### src/rtl/snake_pkg.sv
`default_nettype none
// ============================================================================
// Module   : snake_pkg
// Brief    : Shared types and constants for the turn-command path.
// Revision : 1.0 - initial release
// ============================================================================
package snake_pkg;

    typedef enum logic [1:0] {
        TMR_IDLE   = 2'd0,
        TMR_ARMED  = 2'd1,
        TMR_REPEAT = 2'd2
    } tmr_state_t;

    localparam logic DIR_LEFT  = 1'b0;
    localparam logic DIR_RIGHT = 1'b1;

endpackage
`default_nettype wire

### src/rtl/repeat_timer.sv
`default_nettype none
// ============================================================================
// Module   : repeat_timer
// Brief    : Per-button hold timer producing auto-repeat ticks.
// Revision : 1.0 - initial release
// ============================================================================
module repeat_timer
    import snake_pkg::*;
#(
    parameter int INIT_DELAY    = 12_500_000,
    parameter int REPEAT_PERIOD = 6_250_000,
    parameter int CNT_W         = 24
) (
    input  logic clk,
    input  logic rst_n,
    input  logic enable,
    input  logic btn,
    input  logic press,
    output logic tick
);

    localparam logic [CNT_W-1:0] INIT_LOAD   = CNT_W'(INIT_DELAY - 1);
    localparam logic [CNT_W-1:0] REPEAT_LOAD = CNT_W'(REPEAT_PERIOD - 1);
    localparam logic [CNT_W-1:0] CNT_ONE     = {{(CNT_W-1){1'b0}}, 1'b1};

    tmr_state_t       state;
    logic [CNT_W-1:0] cnt;

    // Tick is decoded from the expiry cycle so the press and repeat paths share the same latency.
    assign tick = enable && btn && (state != TMR_IDLE) && (cnt == '0);

    always_ff @(posedge clk or negedge rst_n) begin
        if (!rst_n) begin
            state <= TMR_IDLE;
            cnt   <= '0;
        end else if (!enable || !btn) begin
            state <= TMR_IDLE;
            cnt   <= '0;
        end else begin
            case (state)
                TMR_IDLE: begin
                    if (press) begin
                        state <= TMR_ARMED;
                        cnt   <= INIT_LOAD;
                    end
                end
                TMR_ARMED, TMR_REPEAT: begin
                    if (cnt == '0) begin
                        state <= TMR_REPEAT;
                        cnt   <= REPEAT_LOAD;
                    end else begin
                        cnt <= cnt - CNT_ONE;
                    end
                end
                default: begin
                    state <= TMR_IDLE;
                    cnt   <= '0;
                end
            endcase
        end
    end

endmodule
`default_nettype wire

### src/rtl/turn_cmd_arbiter.sv
`default_nettype none
// ============================================================================
// Module   : turn_cmd_arbiter
// Brief    : Two-button turn command arbiter with auto-repeat and handshake.
// Revision : 1.0 - initial release
// ============================================================================
module turn_cmd_arbiter
    import snake_pkg::*;
#(
    parameter int INIT_DELAY    = 12_500_000,
    parameter int REPEAT_PERIOD = 6_250_000,
    parameter int CNT_W         = 24
) (
    input  logic clk,
    input  logic rst_n,
    input  logic btn0,
    input  logic btn1,
    input  logic enable,
    output logic cmd_valid,
    output logic cmd_dir,
    input  logic cmd_ready,
    output logic overrun
);

    logic [1:0] btn;
    logic [1:0] btn_q;
    logic [1:0] press;
    logic [1:0] tick;
    logic [1:0] set_evt;
    logic [1:0] pending;
    logic [1:0] grant;
    logic       grant_dir;
    logic       last_grant;
    logic       slot_free;

    assign btn   = {btn1, btn0};
    assign press = btn & ~btn_q;

    generate
        for (genvar i = 0; i < 2; i++) begin : g_timer
            repeat_timer #(
                .INIT_DELAY    (INIT_DELAY),
                .REPEAT_PERIOD (REPEAT_PERIOD),
                .CNT_W         (CNT_W)
            ) u_timer (
                .clk    (clk),
                .rst_n  (rst_n),
                .enable (enable),
                .btn    (btn[i]),
                .press  (press[i]),
                .tick   (tick[i])
            );
        end
    endgenerate

    assign set_evt   = (press | tick) & {2{enable}};
    assign slot_free = !cmd_valid || cmd_ready;

    // last_grant holds the direction of the previous grant; a tie goes to the other one.
    always_comb begin
        grant     = 2'b00;
        grant_dir = DIR_LEFT;
        if (enable && slot_free) begin
            case (pending)
                2'b01: begin
                    grant     = 2'b01;
                    grant_dir = DIR_LEFT;
                end
                2'b10: begin
                    grant     = 2'b10;
                    grant_dir = DIR_RIGHT;
                end
                2'b11: begin
                    if (last_grant == DIR_RIGHT) begin
                        grant     = 2'b01;
                        grant_dir = DIR_LEFT;
                    end else begin
                        grant     = 2'b10;
                        grant_dir = DIR_RIGHT;
                    end
                end
                default: begin
                    grant     = 2'b00;
                    grant_dir = DIR_LEFT;
                end
            endcase
        end
    end

    always_ff @(posedge clk or negedge rst_n) begin
        if (!rst_n) begin
            btn_q      <= 2'b00;
            pending    <= 2'b00;
            last_grant <= DIR_RIGHT;
            cmd_valid  <= 1'b0;
            cmd_dir    <= DIR_LEFT;
            overrun    <= 1'b0;
        end else begin
            btn_q   <= btn;
            overrun <= |(set_evt & pending & ~grant);
            pending <= enable ? ((pending & ~grant) | set_evt) : 2'b00;
            if (|grant) begin
                cmd_valid  <= 1'b1;
                cmd_dir    <= grant_dir;
                last_grant <= grant_dir;
            end else if (cmd_ready) begin
                cmd_valid <= 1'b0;
            end
        end
    end

endmodule
`default_nettype wire
### config.mk
export PLATFORM = sky130hd
export DESIGN_NAME = turn_cmd_arbiter
export DESIGN_NICKNAME = d
export VERILOG_FILES = /design/src/rtl/snake_pkg.sv /design/src/rtl/repeat_timer.sv /design/src/rtl/turn_cmd_arbiter.sv
export SDC_FILE = /design/constraint.sdc
export NUM_CORES = 1
export LEC_CHECK = 0
export BUFFER_PORTS_ARGS = -buffer_cell sky130_fd_sc_hd__clkbuf_2
export CAP_MARGIN = 5
export CORE_UTILIZATION = 57
export DETAILED_ROUTE_END_ITERATION = 10
export PLACE_DENSITY = 0.74
export SETUP_SLACK_MARGIN = 0.4
export SLEW_MARGIN = 10
export SYNTH_ARGS = -nofsm -noshare
export SYNTH_HDL_FRONTEND = slang
export SYNTH_HIERARCHICAL = 1
export SYNTH_SLANG_ARGS = --single-unit
### constraint.sdc
create_clock -name clk -period 1.9 [get_ports clk]
set_input_delay 0.38 -clock clk [delete_from_list [all_inputs] [get_ports clk]]
set_output_delay 0.38 -clock clk [all_outputs]
set_load 0.005 [all_outputs]
==> reports/qor.yml, run 1 <==
yosys:
  synth_cells: 401
  synth_compound_area_frac: 0.228
  synthXorXnorAreaFrac: 0.0241
  yosysUniqueCellTypes: 65
  yosys_most_used_dff: "dfrtp_1"
  synthAdderAreaFrac: 0.0345
  synth-edff-count: 0
  synth_nets: 417
  ys_ff_latch: 60
  yosysSeqAreaShare: 0.414
  synth_mux_area_frac: 0.00552
  synth_top_family_by_area: "simple AND/OR/NAND/NOR gates"
  syn_avg_cell_area_um2: 9.05
  syn_area_um2: 3630
  yosys_warnings: 6
  synth-simple-area-share: 0.261
  async_flop_share: 1.00
floorplanning:
  dieHeight_um: 81.8
  die_w_um: 81.8
  rows: 28
  io_pins: 9
  initial_core_util: 0.602
placement:
  gp_congestion: 0.910
  dpl.hpwl_um: 6760
  io_buffer_count: 8
  postPlaceCellArea_um2: 4470
  place_inst: 546
global_route:
  grtUsageTotal: 0.826
  grt_max_degree: 37
  overflow: 162
clocking:
  clockBufferDepth: 2
  cts_root_buffer: "clkbuf_8"
  cts_made_buffers: 9
  cts_max_level: 3
  cts.sinks: 60
outcome:
  stop_stage: "global routing"
  firstError: "[ERROR GRT-0232] Routing congestion too high. Check the congestion heatmap in the GUI."
  status: "aborted with a tool error"
sta:
  endpoint_type: "register data pin"
  grt-worst-endpoint: "g_timer[1].u_timer/cnt[15]$_DFFE_PN0P_/D"
cells in the mapped netlist, types with 3 or more instances:
cell	count	area share
o21ai_0	47	0.065
nand4b_1	3	0.0072
o211ai_1	3	0.0062
or3_1	7	0.012
nor4_2	4	0.014
clkbuf_1	10	0.010
nand2b_1	4	0.0069
dfrtp_1	59	0.41
and4_1	3	0.0072
a211o_1	7	0.017
o21ai_1	5	0.0069
o41ai_1	3	0.0072
a221o_1	5	0.014
nand3_1	15	0.021
nor4_1	11	0.019
nor2_1	30	0.031
xnor2_1	9	0.022
buf_2	4	0.0055
a31oi_1	5	0.0086
nor2b_1	5	0.0086
inv_1	14	0.014
ha_1	10	0.034
nand2_1	37	0.038
o31ai_1	5	0.010
nor3_1	15	0.021
a21oi_1	26	0.036
nor3b_1	3	0.0062
o31a_1	4	0.0097
stage by stage:
| step | setup TNS, ns | hold slack (ns) | setup WS (ns) |
|---|---|---|---|
| after floorplan | -0.268 | 0.0844 | -0.0687 |
| after global placement | -0.114 | 0.219 | -0.0315 |
| after detailed placement | -0.435 | 0.221 | -0.0907 |
| after CTS | -0.236 | 0.202 | -0.0324 |
cells by family after synthesis:
| kind of cell | after synthesis |
|---|---|
| AO/OA/AOI/OAI | 127 |
| XOR/XNOR | 10 |
| adder cells (fa/ha/maj) | 10 |
| buffers and inverters | 30 |
| flip-flops | 60 |
| multiplexers | 2 |
| AND/OR/NAND/NOR | 162 |
per-layer routing:
layer / overflow / global-route usage
met5: 0 / 0.117
met3: 0 / 0.593
met2: 104 / 1.03
met4: 57 / 0.968
met1: 1 / 0.797
timing repair:
item / 4_1_cts
endpoints found under the hold margin: 4
setup buffers: 31
endpoints found under the setup margin: 55
gates cloned: 5
pin swaps: 29
resized for setup: 76
hold buffers: 1
==> run 2, diff against run 1 <==
--- a/config.mk
+++ b/config.mk
@@ -7,10 +7,9 @@
 export LEC_CHECK = 0
 export BUFFER_PORTS_ARGS = -buffer_cell sky130_fd_sc_hd__clkbuf_2
 export CAP_MARGIN = 5
-export CORE_UTILIZATION = 57
+export CORE_UTILIZATION = 40
 export DETAILED_ROUTE_END_ITERATION = 10
-export PLACE_DENSITY = 0.74
-export SETUP_SLACK_MARGIN = 0.4
+export PLACE_DENSITY_LB_ADDON = 0.15
 export SLEW_MARGIN = 10
 export SYNTH_ARGS = -nofsm -noshare
 export SYNTH_HDL_FRONTEND = slang
==> constraint.sdc (replaced) <==
create_clock -name clk -period 2.47 [get_ports clk]
set_input_delay 0.494 -clock clk [delete_from_list [all_inputs] [get_ports clk]]
set_output_delay 0.494 -clock clk [all_outputs]
set_load 0.005 [all_outputs]
==> run 2 against run 1 <==
Net effect: synthesized cell count unchanged; area after synthesis unchanged; the flow now finishes without violations.
==> reports/qor.yml, run 2 <==
sta:
  slew_violations: 0
  fin_crit_ns: 2.21
  worst_pin_slew_ns: 0.750
  tns_ns: 0
  rsz0062_at_grt: "no"
  final_hold_viol_count: 0
  finalCritPeriodShare: 0.893
  maxSlewHeadroom: 0.498
  setup_slack_ns: 0.264
  whs_ns: 0.147
  skew_ns: 0.0132
  setup_violations: 0
  timing.fmax_ghz: 0.453
yosys:
  synthDominantCellAreaShare: 0.407
  syn_avg_cell_area_um2: 9.05
  yosysUniqueCellTypes: 65
  synthTopCellsByCount: "dfrtp_1 (59), o21ai_0 (47), nand2_1 (37)"
  synth_cells: 401
  synth.largest_area_cell: "dfrtp_1"
  synth_nets: 417
  async_flop_share: 1.00
  ys_ff_latch: 60
  syn_area_um2: 3630
  synth_top_cells_by_area: "dfrtp_1 (41%), o21ai_0 (6.5%), nand2_1 (3.8%), a21oi_1 (3.6%), ha_1 (3.4%)"
  synth_most_common_cell: "dfrtp_1"
  yosys_warnings: 6
  yosysSeqAreaShare: 0.414
  synth-edff-count: 0
  yosys_most_used_dff: "dfrtp_1"
job:
  drv_cap: 0
placement:
  place_inst: 524
  gp_congestion: 0.844
  io_buffer_count: 8
  postPlaceCellArea_um2: 3930
  dpl.hpwl_um: 5960
  post-place-ws_ns: 0.271
critical_path:
  max_stage_delay_ns: 0.51
  slowest_stage: "nor4_1"
  cp-start-kind: "flip-flop"
  path_cells: "nor4_1 > nand4_2 > or4_4 > o41ai_2 > o221ai_1"
  cp_data_arrival_time_ns: 2.39
  cp.required_ns: 2.66
  cp-end-kind: "flip-flop"
  r2r_cells: 5
  critPathKind: "flip-flop to flip-flop"
  crit_path_max_fanout: 5
cells_and_area:
  top_register: "g_timer.u_timer/cnt"
  fillers: 841
  most-common-layout-cells: "dfrtp_1 (59), o21ai_0 (47), nand2_1 (37), nor2_1 (30), a21oi_1 (26)"
  fin_area_um2: 4090
  drive_above_1_share: 0.157
  final_common_cell: "dfrtp_1"
  area_growth_pct: 12.7
  largest_registers: "g_timer.u_timer/cnt: 48 flops, g_timer.u_timer/state: 4 flops"
  post-route-util: 0.467
  final_cells: 540
  n_antenna_cell: 0
  largest_reg_flops: 48
  fin_nets: 443
power:
  p_leak_nw: 1.87
  p_per_area_nw_per_um2: 648
  irDropWorstVdd_v: 0.000338
  fin_total_pwr_mw: 2.65
clocking:
  cts_tree: "built"
  cts_max_level: 3
  cts_resized: 0
  cts.sinks: 60
  cts_setup_buffers: 0
  clockBufferDepth: 2
  clk_pin_slew_worst_paths_ns: 0.07
  hold_buffers: 0
  worstSkewPairLatency_ns: 0.34
  cts_made_buffers: 9
  cts_root_buffer: "clkbuf_8"
global_route:
  grtUsageTotal: 0.200
  overflow: 0
  antenna_found_initial: 0
  grt_max_degree: 40
  grt_pass1_wl_um: 15300
  grt_pass1_vias: 3035
hold_path:
  hold_path.class: "input pin to async pin"
outcome:
  status: "finished, final reports clean"
floorplanning:
  io_pins: 9
  die-area_um2: 9460
  dieHeight_um: 97.3
  die_w_um: 97.3
  coreArea_um2: 8760
  initial_core_util: 0.414
  rows: 34
detailed_routing:
  wire_per_inst_um: 16.0
  routed-via-count: 3151
  drt-pass1-iter-count: 6
  ant_nets: 0
  drt-initial-drc-count: 212
  drc: 0
  wirelength_um: 8620
  viasPerCell: 5.84
## run 2: cell counts after synthesis
No cell type changed its count.
## run 2: final timing paths
check	from	to	slack, ns
max	g_timer[1].u_timer/cnt[4]$_DFFE_PN0P_	g_timer[1].u_timer/cnt[23]$_DFFE_PN0P_	0.26
min	rst_n	cmd_valid$_DFFE_PN0P_	0.15
max reg2reg	g_timer[1].u_timer/cnt[4]$_DFFE_PN0P_	g_timer[1].u_timer/cnt[23]$_DFFE_PN0P_	0.26
min reg2reg	g_timer[1].u_timer/cnt[19]$_DFFE_PN0P_	g_timer[1].u_timer/cnt[19]$_DFFE_PN0P_	0.51
max in group asynchronous	rst_n	last_grant$_DFFE_PN1P_	1.66
min in group clk	btn1	btn_q[1]$_DFF_PN0_	0.31
## run 2: power by group
part / internal, mW / total, mW / switching [mW] / leakage (nW)
clock: 0.388 / 0.771 / 0.383 / 0.0872
sequential: 1.05 / 1.11 / 0.0656 / 0.813
combinational: 0.310 / 0.769 / 0.459 / 0.974
total: 1.74 / 2.65 / 0.908 / 1.87
## run 2: cell families (layout without fill, tap and decap cells)
kind of cell / count (synthesis) / count (layout) / share of synthesized area
flip-flops: 60 / 60 / 0.414
buffers and inverters: 30 / 61 / 0.0334
multiplexers: 2 / 2 / 0.00552
XOR/XNOR: 10 / 10 / 0.0241
AND/OR/NAND/NOR: 162 / 162 / 0.261
AO/OA/AOI/OAI: 127 / 127 / 0.228
adder cells (fa/ha/maj): 10 / 10 / 0.0345
## run 2: metal layers
metal	part of all wire	GRT usage	up-vias
met4	0.014	0.0735	0
li1	-	-	1550
met2	0.43	0.284	74
met5	0	0	-
met3	0.049	0.0417	10
met1	0.51	0.298	1517
## run 2: worst max-delay path: cells and delay by family (launching register included)
| family | cells | cell delay, ns |
|---|---|---|
| DFF | 1 | 0.41 |
| and+or+nand+nor | 3 | 1.26 |
| AOI/OAI and AO/OA | 2 | 0.39 |
## run 2: final cells by class
class,instances,area (µm²),share of cell area
flip-flops and latches,60,1500,0.367
repair buffers,31,225,0.0550
inverters,14,52.6,0.0128
clock inverters,3,15.0,0.00367
multi-input cells,311,2010,0.492
well taps,108,135,0.0330
clock buffers,13,149,0.0364
Power figures use the tool's default switching activity.
==> run 3, diff against run 2 <==
--- a/config.mk
+++ b/config.mk
@@ -6,7 +6,7 @@
 export NUM_CORES = 1
 export LEC_CHECK = 0
 export BUFFER_PORTS_ARGS = -buffer_cell sky130_fd_sc_hd__clkbuf_2
-export CAP_MARGIN = 5
+export CORE_ASPECT_RATIO = 0.75
 export CORE_UTILIZATION = 40
 export DETAILED_ROUTE_END_ITERATION = 10
 export PLACE_DENSITY_LB_ADDON = 0.15
==> run 3 against run 2 <==
Net effect: the flow now finishes with violations (DRC); count of clock-buffer cells in the layout decreased by 1; register-to-register slack got worse by 0.08 ns; non-clock buffer count decreased by 1; routed wire length increased by 4.0%; first-iteration DRC count increased by 22%; clock power increased by 47%; critical path type unchanged; largest power group is now the clock network; highest routed layer unchanged.
==> reports/qor.yml, run 3 (synthesized netlist as in run 2, its figures left out) <==
sta:
  setup_violations: 0
  tns_ns: 0
  finalCritPeriodShare: 0.925
  fin_crit_ns: 2.28
  rsz0062_at_grt: "no"
  slew_violations: 0
  timing.fmax_ghz: 0.438
  final_hold_viol_count: 0
  worst_pin_slew_ns: 1.20
  skew_ns: 0.0104
  maxSlewHeadroom: 0.195
critical_path:
  r2r_slack_ns: 0.19
  cp-start-kind: "flip-flop"
  r2r_cells: 5
  cp_data_arrival_time_ns: 2.45
  cp.required_ns: 2.64
  setup.worst_path.end: "g_timer[1].u_timer/cnt[23]$_DFFE_PN0P_"
  critPathKind: "flip-flop to flip-flop"
  crit_path_max_fanout: 5
  worstSetupStartpoint: "g_timer[1].u_timer/cnt[4]$_DFFE_PN0P_"
  rr_startpoint: "g_timer[1].u_timer/cnt[4]$_DFFE_PN0P_"
  cp-end-kind: "flip-flop"
  r2r-end: "g_timer[1].u_timer/cnt[23]$_DFFE_PN0P_"
power:
  switching_power_mw: 0.974
  pwr-share-seq: 0.367
  p_comb_frac: 0.260
  p_int_mw: 2.06
  p_sw_frac: 0.321
  p_leak_nw: 1.91
  fin_total_pwr_mw: 3.04
  clkPwrFrac: 0.373
  p_per_area_nw_per_um2: 726
  irDropWorstVdd_v: 0.000314
floorplanning:
  initial_core_util: 0.420
  io_pins: 9
  coreArea_um2: 8640
  rows: 29
  dieHeight_um: 84.5
  die-area_um2: 9460
  die_w_um: 112
clocking:
  clk_pin_slew_worst_paths_ns: 0.06
  clockBufferDepth: 2
  cts_max_level: 3
  cts_root_buffer: "clkbuf_16"
  cts_made_buffers: 9
  cts.sinks: 60
  cts_tree: "built"
  cts_setup_buffers: 0
  worstSkewPairLatency_ns: 0.33
  hold_buffers: 0
hold_path:
  hold_path.class: "input pin to async pin"
global_route:
  antenna_found_initial: 0
  grtUsageTotal: 0.207
  grt_pass1_vias: 3037
  grt_max_degree: 24
  grt_pass1_wl_um: 15400
  grt.busiest_layer: "met1"
  use_met3: 0.0520
  use_met1: 0.308
  overflow: 0
  met2_usage: 0.285
placement:
  postPlaceCellArea_um2: 3910
  gp_congestion: 0.844
  io_buffer_count: 8
  place_inst: 523
  dpl.hpwl_um: 6300
outcome:
  status: "complete, but fails checks"
  violations: "DRC"
cells_and_area:
  fillers: 823
  final_common_cell: "dfrtp_1"
  area_growth_pct: 15.3
  fin_nets: 442
  largest_registers: "g_timer.u_timer/cnt: 48 flops, g_timer.u_timer/state: 4 flops"
  top_register: "g_timer.u_timer/cnt"
  final_cells: 539
  fin_area_um2: 4180
  largest_reg_flops: 48
  most-common-layout-cells: "dfrtp_1 (59), o21ai_0 (47), nand2_1 (37), nor2_1 (30), a21oi_1 (26)"
  n_antenna_cell: 0
  drive_above_1_share: 0.160
job:
  drv_cap: 0
detailed_routing:
  ant_nets: 0
  drt-initial-drc-count: 259
  viasPerCell: 5.94
  drt-pass1-iter-count: 7
  wire_per_inst_um: 16.6
  wirelength_um: 8970
  routed-via-count: 3200
  drc: 2
[run 3: metal layers]
metal | wire (µm) | vias to the layer above
met4 | 126 | 0
met5 | 0 | -
li1 | - | 1556
met2 | 3660 | 98
met3 | 622 | 12
met1 | 4570 | 1534
[run 3: stage by stage]
step | setup WS, ns | hold slack, ns | util
6_report | 0.186 | 0.183 | 0.484
5_1_grt | 0.0399 | 0.211 | 0.484
4_1_cts | 0.181 | 0.181 | 0.484
3_5_place_dp | 0.128 | 0.506 | 0.452
3_3_place_gp | 0.139 | 0.504 | 0.452
2_1_floorplan | 0.400 | 0.198 | -
[run 3: power by group through the flow]
stage	Clock (mW)	Sequential (mW)	Combinational [mW]
final	1.13	1.11	0.790
after detailed placement	0	1.13	0.773
after global placement	0	1.13	0.772
after global routing	1.21	1.12	0.889
after floorplan	0	1.12	0.547
after CTS	1.17	1.11	0.778
[run 3: worst min path at each step]
stage | start | end | slack, ns | depth (start not counted)
detailed placement | g_timer[0].u_timer/cnt[22]$_DFFE_PN0P_ | g_timer[0].u_timer/cnt[22]$_DFFE_PN0P_ | 0.51 | 1
CTS | rst_n | g_timer[1].u_timer/cnt[18]$_DFFE_PN0P_ | 0.18 | 1
global route | rst_n | g_timer[1].u_timer/cnt[16]$_DFFE_PN0P_ | 0.21 | 1
global placement | g_timer[0].u_timer/cnt[15]$_DFFE_PN0P_ | g_timer[0].u_timer/cnt[15]$_DFFE_PN0P_ | 0.50 | 1
floorplan | rst_n | btn_q[0]$_DFF_PN0_ | 0.20 | 0
finish | rst_n | g_timer[1].u_timer/cnt[16]$_DFFE_PN0P_ | 0.18 | 1
[run 3: repair_timing]
item / CTS / global route
setup endpoints to repair: 0 / 2
hold endpoints to repair: 0 / 0
gates resized for setup: 0 / 1
[run 3: worst max-delay path, cell delays in order, from the launching register on]
cell      delay (ns)
dfrtp_1         0.43
nor4_1          0.55
nand4_2         0.26
or4_4           0.51
o41ai_2         0.21
o221ai_1        0.16
[run 3: final cells by class]
type                            count  area (µm²)  share of cell area
Multi-Input combinational cell    311        2020               0.482
Sequential cell                    60        1500               0.359
Clock buffer                       12         246              0.0589
Timing Repair Buffer               30         205              0.0490
Tap cell                          108         135              0.0323
Inverter                           14        52.6              0.0126
Clock inverter                      4        25.0             0.00598
